[config.mk]
export PLATFORM = sky130hd
export DESIGN_NAME = roc_cmd_host_flat
export DESIGN_NICKNAME = d
export VERILOG_FILES = /design/src/rtl/roc_cmd_host_if.sv /design/src/rtl/roc_cmd_host.sv /design/src/flat_wrapper.sv
export SDC_FILE = /design/constraint.sdc
export NUM_CORES = 1
export LEC_CHECK = 0
export ABC_AREA = 1
export CAP_MARGIN = 20
export CORE_MARGIN = 2
export CORE_UTILIZATION = 57
export CTS_CLUSTER_DIAMETER = 120
export DETAILED_ROUTE_END_ITERATION = 6
export PLACE_DENSITY = 0.86
export SKIP_CTS_REPAIR_TIMING = 1
export SLEW_MARGIN = 15
export SYNTH_ARGS = -nofsm -noshare
export SYNTH_HDL_FRONTEND = slang
export SYNTH_SLANG_ARGS = --single-unit
[constraint.sdc]
create_clock -name i_clk -period 2.9 [get_ports i_clk]
set_input_delay 0.29 -clock i_clk [delete_from_list [all_inputs] [get_ports i_clk]]
set_output_delay 0.29 -clock i_clk [all_outputs]
set_load 0.02 [all_outputs]
[src/rtl/roc_cmd_host_if.sv]
// Request, UART byte-stream and response signals of the RoC command host.
// The slave modport is the host itself; the master modport is the
// requester/UART side that drives requests and received bytes.
interface roc_cmd_host_if #(
  parameter int ROC_INPUTS  = 8,
  parameter int ROC_OUTPUTS = 8
);
  logic                   i_req_valid;
  logic                   o_req_ready;
  logic [1:0]             i_req_op;
  logic [ROC_INPUTS-1:0]  i_req_inputs;
  logic [31:0]            i_req_tps;
  logic                   i_req_en;
  logic [7:0]             o_tx_data;
  logic                   o_tx_valid;
  logic                   i_tx_ready;
  logic [7:0]             i_rx_data;
  logic                   i_rx_valid;
  logic                   o_rsp_valid;
  logic                   o_rsp_timeout;
  logic [ROC_OUTPUTS-1:0] o_rsp_outputs;

  modport slave (
    input  i_req_valid, i_req_op, i_req_inputs, i_req_tps, i_req_en,
    input  i_tx_ready, i_rx_data, i_rx_valid,
    output o_req_ready, o_tx_data, o_tx_valid,
    output o_rsp_valid, o_rsp_timeout, o_rsp_outputs
  );

  modport master (
    output i_req_valid, i_req_op, i_req_inputs, i_req_tps, i_req_en,
    output i_tx_ready, i_rx_data, i_rx_valid,
    input  o_req_ready, o_tx_data, o_tx_valid,
    input  o_rsp_valid, o_rsp_timeout, o_rsp_outputs
  );
endinterface

[src/rtl/roc_cmd_host.sv]
// RoC command host: serialises parallel requests into opcode+payload byte
// frames for a UART TX and collects output-readback bytes from a UART RX.
// One request is in flight at a time; every request ends with a one-cycle
// response pulse (DONE state), except when aborted by reset.
module roc_cmd_host #(
  parameter int ROC_INPUTS     = 8,
  parameter int ROC_OUTPUTS    = 8,
  parameter int TIMEOUT_CYCLES = 1000000
) (
  input  logic            i_clk,
  input  logic            i_rst,
  roc_cmd_host_if.slave   bus
);

  localparam int IN_BYTES  = (ROC_INPUTS + 7) >> 3;
  localparam int OUT_BYTES = (ROC_OUTPUTS + 7) >> 3;
  localparam int PAY_BYTES = (IN_BYTES > 4) ? IN_BYTES : 4;
  localparam int PAY_W     = 8 * PAY_BYTES;
  localparam int LEN_W     = $clog2(PAY_BYTES + 2);
  localparam int IDX_W     = (OUT_BYTES > 1) ? $clog2(OUT_BYTES) : 1;
  localparam int TO_W      = (TIMEOUT_CYCLES > 1) ? $clog2(TIMEOUT_CYCLES) : 1;
  localparam int ASM_W     = 8 * OUT_BYTES;

  typedef enum logic [1:0] {
    IDLE,
    SEND,
    WAIT_RSP,
    DONE
  } state_t;

  state_t                 state_q;
  logic [1:0]             op_q;
  logic [7:0]             tx_data_q;
  logic                   tx_valid_q;
  logic [PAY_W-1:0]       shift_q;
  logic [LEN_W-1:0]       len_q;
  logic [ASM_W-1:0]       asm_q;
  logic [IDX_W-1:0]       idx_q;
  logic [TO_W-1:0]        to_q;
  logic                   rsp_valid_q;
  logic                   rsp_timeout_q;
  logic [ROC_OUTPUTS-1:0] rsp_outputs_q;

  logic [PAY_W-1:0]       payload_d;
  logic [LEN_W-1:0]       len_d;
  logic [ASM_W-1:0]       asm_d;

  assign bus.o_req_ready   = (state_q == IDLE) & ~i_rst;
  assign bus.o_tx_data     = tx_data_q;
  assign bus.o_tx_valid    = tx_valid_q;
  assign bus.o_rsp_valid   = rsp_valid_q;
  assign bus.o_rsp_timeout = rsp_timeout_q;
  assign bus.o_rsp_outputs = rsp_outputs_q;

  // Payload bytes (after the opcode) and total frame length for the request.
  always_comb begin
    payload_d = '0;
    len_d     = LEN_W'(1);
    case (bus.i_req_op)
      2'd0: begin
        payload_d[ROC_INPUTS-1:0] = bus.i_req_inputs;
        len_d                     = LEN_W'(1 + IN_BYTES);
      end
      2'd1: begin
        payload_d[31:0] = bus.i_req_tps;
        len_d           = LEN_W'(5);
      end
      2'd2: begin
        payload_d[0] = bus.i_req_en;
        len_d        = LEN_W'(2);
      end
      default: ;
    endcase
  end

  // Assembly register with the incoming rx byte dropped into its slot.
  always_comb begin
    asm_d = asm_q;
    asm_d[{idx_q, 3'b000} +: 8] = bus.i_rx_data;
  end

  // Request FSM: frame transmission, response collection and timeout.
  always_ff @(posedge i_clk) begin
    if (i_rst) begin
      state_q       <= IDLE;
      op_q          <= 2'd0;
      tx_data_q     <= 8'h00;
      tx_valid_q    <= 1'b0;
      shift_q       <= '0;
      len_q         <= '0;
      asm_q         <= '0;
      idx_q         <= '0;
      to_q          <= '0;
      rsp_valid_q   <= 1'b0;
      rsp_timeout_q <= 1'b0;
      rsp_outputs_q <= '0;
    end else begin
      rsp_valid_q <= 1'b0;
      case (state_q)
        IDLE: begin
          if (bus.i_req_valid) begin
            op_q       <= bus.i_req_op;
            tx_data_q  <= {6'b0, bus.i_req_op} + 8'd1;
            tx_valid_q <= 1'b1;
            shift_q    <= payload_d;
            len_q      <= len_d;
            state_q    <= SEND;
          end
        end
        SEND: begin
          if (bus.i_tx_ready) begin
            tx_data_q <= shift_q[7:0];
            shift_q   <= shift_q >> 8;
            len_q     <= len_q - LEN_W'(1);
            if (len_q == LEN_W'(1)) begin
              tx_valid_q <= 1'b0;
              if (op_q == 2'd3) begin
                asm_q   <= '0;
                idx_q   <= '0;
                to_q    <= '0;
                state_q <= WAIT_RSP;
              end else begin
                rsp_valid_q   <= 1'b1;
                rsp_timeout_q <= 1'b0;
                state_q       <= DONE;
              end
            end
          end
        end
        WAIT_RSP: begin
          if (bus.i_rx_valid) begin
            if (idx_q == IDX_W'(OUT_BYTES - 1)) begin
              rsp_outputs_q <= asm_d[ROC_OUTPUTS-1:0];
              rsp_valid_q   <= 1'b1;
              rsp_timeout_q <= 1'b0;
              state_q       <= DONE;
            end else begin
              asm_q <= asm_d;
              idx_q <= idx_q + IDX_W'(1);
              to_q  <= '0;
            end
          end else if (to_q == TO_W'(TIMEOUT_CYCLES - 1)) begin
            rsp_valid_q   <= 1'b1;
            rsp_timeout_q <= 1'b1;
            state_q       <= DONE;
          end else begin
            to_q <= to_q + TO_W'(1);
          end
        end
        DONE: begin
          state_q <= IDLE;
        end
        default: state_q <= IDLE;
      endcase
    end
  end

endmodule

[src/flat_wrapper.sv]
// flat-port wrapper written by rule: the top's interface ports become plain ports
module roc_cmd_host_flat 
#(
  parameter int ROC_INPUTS     = 8,
  parameter int ROC_OUTPUTS    = 8,
  parameter int TIMEOUT_CYCLES = 1000000
)
  (i_clk, i_rst, bus_i_req_valid, bus_i_req_op, bus_i_req_inputs, bus_i_req_tps, bus_i_req_en, bus_i_tx_ready, bus_i_rx_data, bus_i_rx_valid, bus_o_req_ready, bus_o_tx_data, bus_o_tx_valid, bus_o_rsp_valid, bus_o_rsp_timeout, bus_o_rsp_outputs);
  roc_cmd_host_if #(.ROC_INPUTS(ROC_INPUTS), .ROC_OUTPUTS(ROC_OUTPUTS)) bus_i ();
  input  logic i_clk;
  input  logic i_rst;
  input wire logic [$bits(bus_i.i_req_valid)-1:0] bus_i_req_valid;
  input wire logic [$bits(bus_i.i_req_op)-1:0] bus_i_req_op;
  input wire logic [$bits(bus_i.i_req_inputs)-1:0] bus_i_req_inputs;
  input wire logic [$bits(bus_i.i_req_tps)-1:0] bus_i_req_tps;
  input wire logic [$bits(bus_i.i_req_en)-1:0] bus_i_req_en;
  input wire logic [$bits(bus_i.i_tx_ready)-1:0] bus_i_tx_ready;
  input wire logic [$bits(bus_i.i_rx_data)-1:0] bus_i_rx_data;
  input wire logic [$bits(bus_i.i_rx_valid)-1:0] bus_i_rx_valid;
  output wire logic [$bits(bus_i.o_req_ready)-1:0] bus_o_req_ready;
  output wire logic [$bits(bus_i.o_tx_data)-1:0] bus_o_tx_data;
  output wire logic [$bits(bus_i.o_tx_valid)-1:0] bus_o_tx_valid;
  output wire logic [$bits(bus_i.o_rsp_valid)-1:0] bus_o_rsp_valid;
  output wire logic [$bits(bus_i.o_rsp_timeout)-1:0] bus_o_rsp_timeout;
  output wire logic [$bits(bus_i.o_rsp_outputs)-1:0] bus_o_rsp_outputs;
  assign bus_i.i_req_valid = bus_i_req_valid;
  assign bus_i.i_req_op = bus_i_req_op;
  assign bus_i.i_req_inputs = bus_i_req_inputs;
  assign bus_i.i_req_tps = bus_i_req_tps;
  assign bus_i.i_req_en = bus_i_req_en;
  assign bus_i.i_tx_ready = bus_i_tx_ready;
  assign bus_i.i_rx_data = bus_i_rx_data;
  assign bus_i.i_rx_valid = bus_i_rx_valid;
  assign bus_o_req_ready = bus_i.o_req_ready;
  assign bus_o_tx_data = bus_i.o_tx_data;
  assign bus_o_tx_valid = bus_i.o_tx_valid;
  assign bus_o_rsp_valid = bus_i.o_rsp_valid;
  assign bus_o_rsp_timeout = bus_i.o_rsp_timeout;
  assign bus_o_rsp_outputs = bus_i.o_rsp_outputs;
  roc_cmd_host #(.ROC_INPUTS(ROC_INPUTS), .ROC_OUTPUTS(ROC_OUTPUTS), .TIMEOUT_CYCLES(TIMEOUT_CYCLES)) u_core (.i_clk(i_clk), .i_rst(i_rst), .bus(bus_i));
endmodule
After elaboration in Yosys (flattened, before gate mapping)
Cells that the tools add are included.
{ "totals": {"regBits": 87, "in_bits": 56, "out_inout_bits": 20, "elab_cells": 114} }
{ "classes": {"addsub": 5, "eq_ne": 19, "shifts": 2, "mux": 59, "n_bitwise": 3, "reduce_logical": 14} }
{ "op_table": {"columns": ["operator", "n"], "rows": [
  ["two-way mux 20 bit", 6],
  ["two-way mux 32 bit", 2],
  ["case mux 32 bit (2 select lines)", 1],
  ["two-way mux 8 bit", 7],
  ["case mux 20 bit (2 select lines)", 1],
  ["case mux 8 bit (2 select lines)", 2],
  ["two-way mux 24 bit", 1],
  ["two-way mux 1 bit", 21],
  ["adder 20 x 1 -> 20 bit (second input constant)", 1],
  ["equality test 20 bit (second input constant)", 1],
  ["AND reduction 6 bit", 3],
  ["case mux 7 bit (2 select lines)", 1],
  ["two-way mux 2 bit", 6],
  ["case mux 3 bit (2 select lines)", 2],
  ["AND reduction 5 bit", 2],
  ["bitwise mux 8 bit", 1],
  ["equality test 2 bit (second input constant)", 4],
  ["inequality test 2 bit (second input constant)", 4],
  ["case mux 1 bit (2 select lines)", 4],
  ["case mux 2 bit (4 select lines)", 1],
  ["variable shift 8 x 6 -> 8 bit (first input constant)", 1],
  ["variable part select 8 x 6 -> 8 bit", 1],
  ["two-way mux 3 bit", 2],
  ["inequality test 2 x 1 -> 1 bit (second input constant)", 3],
  ["17 further kinds", 24]
]} }

Depth between registers and ports, before layout
Gate-level depths: netlist of run 1.
{ "depth": {"ltp_word": 6, "depth_mapped": 11, "ltp_nobuf": 11} }

Least setup slack after synthesis of run 1
No wires, ideal clock.
{ "synth_path": {"path_kind": "register to register", "start": "reg u_core.state_q[1]", "end": "reg u_core.to_q[8]", "setup_ps": 115, "t_arrival_ps": 1518, "required_time_ps": 2785, "path_slack_ps": 1266, "stages_incl_launch_ff": 11, "path_buffers": 2, "synth_period_minus_slack_ps": 1634, "cell_sequence": "dfxtp_1 inv_1 ha_1 buf_4 nand2_2 nand3_2 a21oi_4 nand3_4 buf_6 o21bai_1 nor2_1"} }
{ "synth_between": {"elab_chain_len": 3, "word_cells_on_any_way": 10, "classes_between": "eq/ne (7); mux (1); reduce/logical (2)"} }
{ "synth_rtl": {"columns": ["element", "line", "rtl"], "rows": [
  ["start: declaration", "roc_cmd_host.sv:31", "state_t state_q;"],
  ["start signal: assignment", "roc_cmd_host.sv:85", "state_q <= IDLE;"],
  ["start signal: assignment", "roc_cmd_host.sv:107", "state_q <= SEND;"],
  ["start signal: assignment", "roc_cmd_host.sv:121", "state_q <= WAIT_RSP;"],
  ["equality test 2 bit or equality test 2 x 1 -> 1 bit (tied branches)", "roc_cmd_host.sv:99", "case (state_q)"],
  ["inequality test 3 x 2 -> 1 bit (no source line), or another cell as far along", null, null],
  ["AND reduction 6 bit (no source line)", null, null],
  ["end signal: assignment", "roc_cmd_host.sv:147", "to_q <= to_q + TO_W'(1);"],
  ["end: declaration", "roc_cmd_host.sv:39", "logic [TO_W-1:0] to_q;"]
]} }
Parallel ways exist; a longest one is shown, timed or not.
A chain may end at the register's enable or synchronous reset.

Worst setup path after layout of run 1
{ "layout_path": {"start": "reg u_core.state_q[1]", "end": "reg u_core.shift_q[3]"} }
{ "layout_between": {"elab_chain_len": 3, "word_cells_on_any_way": 7, "classes_between": "eq/ne (3); mux (1); reduce/logical (3)"} }
{ "layout_rtl": {"columns": ["element", "line", "rtl"], "rows": [
  ["equality test 2 x 1 -> 1 bit or logical NOT 2 bit (tied branches)", "roc_cmd_host.sv:99", null],
  ["inequality test 2 bit (no source line) or nonzero test 2 bit (tied branches)", null, null],
  ["AND reduction 3 bit (no source line)", null, null],
  ["end signal: assignment", "roc_cmd_host.sv:105", "shift_q <= payload_d;"],
  ["end signal: assignment", "roc_cmd_host.sv:113", "shift_q <= shift_q >> 8;"],
  ["end: declaration", "roc_cmd_host.sv:35", "logic [PAY_W-1:0] shift_q;"]
]} }
Parallel ways exist; a longest one is shown, timed or not.

==> flow_summary.ini, run 1 <==
[sta]
skew_ns = 0.00983
period_minus_slack_ns = 2.49
drv_slew = 0
hold_viol_final = 0
tightest_slew_ns = 0.569
setup_viol_count_final = 0
clock.fmax_mhz = 402
rsz0062_at_grt = false
tns_ns = 0
fin_crit_sh_pct = 85.9
relSlewSlack_pct = 61.9

[placement]
portBuffers = 75
gp_congestion = 0.971
hpwl_um = 7530

[clock_tree]
clkTransAtPathRegs_ns = 0.09
cts_buffer_depth = 2
cts_max_level = 3
cts_tree = yes
cts_root_buf = clkbuf_8
clock-sinks = 78
cts_buffers = 9
clkLatencyLatePin_ns = 0.36

[yosys]
synthTopCellsByArea = dfxtp_1 38%, nand2_1 12%, a21oi_1 6.1%, nand3_1 5.9%, o21ai_0 5.7%
ys_ff_latch = 78
synth_edf_count = 0
ys.flop_type = dfxtp_1
synth_commonest_cells = 131 x nand2_1, 78 x dfxtp_1, 56 x nor2_1
synthDistinctLibCells = 37
syn_avg_cell_area_sq_um = 7.03
yosysWarnings = 0
syn_nets = 652
synth_top_area_share_pct = 38.0
synth_largest_area_cell = dfxtp_1
syn_area_sq_um = 4100
synth_cells = 584
yosysMostFrequentCell = nand2_1
ys_seq_area_share_pct = 38.0
async_reset_ff_share_pct = 0

[pwr]
cellLeakagePower_uw = 0.00197
p_per_area_nw_per_um2 = 770
ir_drop_v = 0.000547

[drt]
drt-total-wl_um = 10800
drtPass1Iterations = 5
drc_errors = 0
drt_iter0_drc = 335
vias_per_cell = 5.56
wl_per_cell_um = 14.4
dr_total_vias = 4161
ant_nets = 0

[floorplan]
die_x_um = 88.9
io_pins = 76
die-area_sq_um = 7890
core.rowCount = 30
initial_core_util_pct = 59.7
die_y_um = 88.9
core_sq_um = 6870

[grt]
gr-total-overflow = 0
antenna_found_initial = 0
grt_max_degree = 41
grt.total_usage_pct = 28.8
grt_pass1_vias = 3810
grt_pass1_wl_um = 17700

[worst_setup_path]
critPathCaptureType = register
required_ns = 3.18
cp.arrival_ns = 2.77
regToRegSetupSlack_ns = 0.41
cp_slowest_stage_delay_ns = 0.45
r2r_start = u_core.state_q[1]$_SDFFE_PP0P_
crit_slowest_cell = inv_2
worstPathCellList = inv_1, ha_1, inv_2, o21ai_2, nand2_2, inv_2, buf_12, o21ai_0, a41oi_1
rr_worst_depth = 9
cp-start-kind = register
crit_fanout = 38
worstSetupPathType = register to register
timing.rr.end = u_core.shift_q[3]$_SDFFE_PP0P_
cp_common_cell = inv_2

[cells_and_area]
fillers = 540
finish.utilization_pct = 74.1
syn2layout_area_growth_pct = 24.0
nNetsFinal = 716
diodes = 0
drive_gt1_share_pct = 8.58

[status]
outcome = finished, final reports clean

[min_path]
hold_depth = 2
hold_end = u_core.bus.o_tx_data[3]$_SDFFE_PP0P_
hp-class = register to register
min_from = u_core.bus.o_tx_data[3]$_SDFFE_PP0P_

[job]
drv_cap = 0
## power breakdown
group	switching, uW	internal [uW]	leakage (uW)
Sequential	147	1340	0.000636
Combinational	1010	564	0.00123
Clock	432	431	0.000101
## kinds of logic (layout without fill, tap and decap cells)
| kind of cell | after synthesis | after routing | synth area share, % |
|---|---|---|---|
| AND/OR/NAND/NOR | 273 | 273 | 30.2 |
| AO/OA/AOI/OAI | 134 | 134 | 19.0 |
| buffers and inverters | 87 | 156 | 9.09 |
| flip-flops | 78 | 78 | 38.0 |
| adder cells (fa/ha/maj) | 12 | 12 | 3.66 |
## placed cells by master, fill, tap and decap left out, types with 2 or more instances in the layout
cell	Yosys	final
clkbuf_8	0	10
inv_1	53	53
dfxtp_1	78	78
o21ai_1	2	2
inv_2	5	5
o211ai_1	2	2
a31oi_1	3	3
ha_1	12	12
o21bai_1	3	3
nor2_1	56	55
nand2_2	9	9
nand3_2	6	6
buf_4	4	5
nand3_1	48	48
nor3_1	4	4
clkdlybuf4s50_1	0	75
nor2_2	5	6
nand4_1	7	7
nand2_1	131	131
a41oi_1	7	7
o21ai_0	47	47
a21oi_1	50	50
inv_6	0	3
nor2_4	2	2
a22oi_1	16	16
## worst max-delay path, delay by kind of cell, from the launching register on
kind	cells	cell delay (ns)
buffers and inverters	4	0.96
DFF	1	0.34
and+or+nand+nor	1	0.25
AOI/OAI and AO/OA	3	0.46
adders and majority gates	1	0.40
## through the flow
stage	instance area [sq um]	setup slack (ns)	total power [uW]	instances	hold WS, ns
after global placement	4880	0.593	2980	733	0.454
final	5090	0.410	3920	749	0.478
after floorplan	4100	1.27	2610	584	0.445
after detailed placement	4880	0.482	3040	733	0.465
after global routing	5090	0.162	4170	749	0.490
after CTS	5090	0.422	3900	749	0.476
## final cells by class
class	count	area, sq um	share of cell area, %
sequential	78	1560	30.7
clock buffer	11	141	2.78
clock inverter	5	63.8	1.25
tap	96	120	2.36
multi-input combinational	419	2170	42.7
timing repair buffer	81	808	15.9
inverter	59	221	4.35
## metal layers
| metal | wire length [um] | part of all wire [%] | global-route usage, % | up-vias |
|---|---|---|---|---|
| li1 | - | - | - | 2064 |
| met1 | 4840 | 45 | 39.2 | 1920 |
| met2 | 5070 | 47 | 45.5 | 156 |
| met3 | 673 | 6.2 | 4.10 | 21 |
| met4 | 205 | 1.9 | 12.4 | 0 |
| met5 | 0 | 0 | 0 | - |
## worst max-delay path by stage
| stage | from | endpoint | slack (ns) | cells past startpoint |
|---|---|---|---|---|
| 2_1_floorplan | u_core.state_q[1]$_SDFFE_PP0P_ | u_core.to_q[8]$_SDFFE_PP0P_ | 1.27 | 10 |
| 5_1_grt | u_core.state_q[1]$_SDFFE_PP0P_ | u_core.shift_q[6]$_SDFFE_PP0P_ | 0.16 | 9 |
| 3_3_place_gp | u_core.state_q[1]$_SDFFE_PP0P_ | u_core.shift_q[3]$_SDFFE_PP0P_ | 0.59 | 9 |
| 6_report | u_core.state_q[1]$_SDFFE_PP0P_ | u_core.shift_q[3]$_SDFFE_PP0P_ | 0.41 | 9 |
| 3_5_place_dp | u_core.state_q[1]$_SDFFE_PP0P_ | u_core.shift_q[6]$_SDFFE_PP0P_ | 0.48 | 9 |
| 4_1_cts | u_core.state_q[1]$_SDFFE_PP0P_ | u_core.shift_q[6]$_SDFFE_PP0P_ | 0.42 | 9 |
## state kept, by name, summed over array words and instances (netlist names)
signal                    cells
u_core.state_q                2
u_core.bus.o_rsp_outputs      8
u_core.bus.o_rsp_timeout      1
u_core.bus.o_tx_valid         1
u_core.shift_q               32
u_core.len_q                  3
u_core.op_q                   2
u_core.bus.o_tx_data          8
u_core.bus.o_rsp_valid        1
u_core.to_q                  20
Power figures use the tool's default switching activity.
==> inputs of run 2 (changes only) <==
--- a/config.mk
+++ b/config.mk
@@ -8,10 +8,10 @@
 export ABC_AREA = 1
 export CAP_MARGIN = 20
 export CORE_MARGIN = 2
-export CORE_UTILIZATION = 57
+export CORE_UTILIZATION = 53
 export CTS_CLUSTER_DIAMETER = 120
 export DETAILED_ROUTE_END_ITERATION = 6
-export PLACE_DENSITY = 0.86
+export PLACE_DENSITY_LB_ADDON = 0.25
 export SKIP_CTS_REPAIR_TIMING = 1
 export SLEW_MARGIN = 15
 export SYNTH_ARGS = -nofsm -noshare
==> constraint.sdc (replaced) <==
create_clock -name i_clk -period 2.35 [get_ports i_clk]
set_input_delay 0.235 -clock i_clk [delete_from_list [all_inputs] [get_ports i_clk]]
set_output_delay 0.235 -clock i_clk [all_outputs]
set_load 0.02 [all_outputs]
==> flow_summary.ini, run 2 (synthesis results as in run 1) <==
[status]
outcome = finished, final reports clean

[cells_and_area]
drive_gt1_share_pct = 9.15
nNetsFinal = 719
fin_area_sq_um = 5100
final_common_cell = nand2_1
diodes = 0
syn2layout_area_growth_pct = 24.3
instances_no_fill = 758
top_register = u_core.shift_q
finish.utilization_pct = 67.1
largest_register_ff_count = 32
final_cell_mix = 131 x nand2_1, 78 x dfxtp_1, 75 x clkdlybuf4s50_1, 55 x nor2_1, 53 x inv_1
reg.largest.list = u_core.shift_q: 32 flops, u_core.to_q: 20 flops

[floorplan]
die-area_sq_um = 8460
die_y_um = 92.0
die_x_um = 92.0
core.rowCount = 32
initial_core_util_pct = 53.9
core_sq_um = 7610
io_pins = 76

[sta]
hold_viol_final = 0
fin_crit_sh_pct = 93.7
period_minus_slack_ns = 2.20
tightest_slew_ns = 0.486
clock.fmax_mhz = 454
skew_ns = 0.0130
rsz0062_at_grt = false
drv_slew = 0
tns_ns = 0
setup_viol_count_final = 0
relSlewSlack_pct = 67.5

[drt]
wl_per_cell_um = 14.0
drt_iter0_drc = 266
drt-total-wl_um = 10600
drtPass1Iterations = 5
dr_total_vias = 4134
vias_per_cell = 5.45
drc_errors = 0
ant_nets = 0

[clock_tree]
cts_root_buf = clkbuf_8
clkTransAtPathRegs_ns = 0.09
cts_buffer_depth = 2
cts_max_level = 3
clkLatencyLatePin_ns = 0.36
cts_tree = yes
cts_buffers = 9
clock-sinks = 78

[placement]
portBuffers = 75
gp_congestion = 0.937
post_dp_cell_area_sq_um = 4910
hpwl_um = 7590
place_inst = 742

[worst_setup_path]
worstSetupPathType = register to output port
crit_buf_inv = 3
path_delay_family = buffers and inverters
cp-start-kind = register
crit_slowest_cell = clkdlybuf4s50_1
cp_slowest_stage_delay_ns = 0.64
required_ns = 2.12
cp_common_cell = inv_1
cp.arrival_ns = 1.97
worstPathCellList = inv_1, ha_1, inv_1, nor2_1, clkdlybuf4s50_1
crit_fanout = 5
critPathCaptureType = output port

[grt]
antenna_found_initial = 0
grt_max_degree = 61
gr-total-overflow = 0
grt_pass1_wl_um = 17800
grt_pass1_vias = 4034
grt.total_usage_pct = 25.9

[pwr]
ir_drop_v = 0.000653
cellLeakagePower_uw = 0.00198
p_per_area_nw_per_um2 = 933

[job]
drv_cap = 0

[min_path]
hp-class = input pin to register
[run 2: cell types whose count changed in the layout (fill, tap and decap cells not counted), sizes merged]
| cell | change |
|---|---|
| inv | +1 |
| clkbuf | -2 |
| clkinv | +3 |
| bufinv | -1 |
| clkinvlp | -1 |
| buf | +3 |
[run 2: path summary, 6_finish.rpt]
| kind | startpoint | end | slack, ns | cells after the start |
|---|---|---|---|---|
| worst max-delay path | u_core.state_q[0]$_SDFFE_PP0P_ | bus_o_req_ready | 0.15 | 5 |
| worst min-delay path | bus_i_req_tps[27] | u_core.shift_q[27]$_SDFFE_PP0P_ | 0.46 | 3 |
| worst max register to register | u_core.state_q[0]$_SDFFE_PP0P_ | u_core.to_q[18]$_SDFFE_PP0P_ | 0.39 | 10 |
| worst min register to register | u_core.bus.o_tx_valid$_SDFFE_PP0P_ | u_core.bus.o_tx_valid$_SDFFE_PP0P_ | 0.47 | 2 |
[run 2: layer usage]
metal	vias to the layer above	wire length [um]	track usage [%]
li1	2072	-	-
met1	1921	4410	29.7
met2	129	5440	47.2
met3	12	632	6.41
met4	0	134	7.59
met5	-	0	0
[run 2: layout make-up]
cell class	instances	area, sq um
flip-flops and latches	78	1560
inverters	59	221
repair buffers	84	831
clock inverters	7	63.8
multi-input cells	419	2170
fillers	683	2510
well taps	102	128
clock buffers	9	124
[run 2: metrics by stage]
step,setup slack (ns),total power [uW],hold WS [ns]
floorplan,0.716,3220,0.396
global placement,0.438,3720,0.454
detailed placement,0.392,3790,0.458
CTS,0.174,4760,0.439
global route,0.0995,5070,0.454
finish,0.149,4760,0.460
[run 2: power breakdown]
| group | internal (uW) | total, uW | switching [uW] |
|---|---|---|---|
| clock | 408 | 973 | 566 |
| sequential | 1650 | 1830 | 178 |
| combinational | 714 | 1960 | 1250 |
[run 2: worst register-to-register path, stage by stage (launching register included)]
cell     delay [ns]
dfxtp_1        0.34
inv_1          0.14
ha_1           0.30
inv_2          0.13
nor2_4         0.25
nand4_4        0.20
nand3_4        0.21
nand2_2        0.15
nand2_1        0.10
nand2_1        0.05
inv_1          0.04
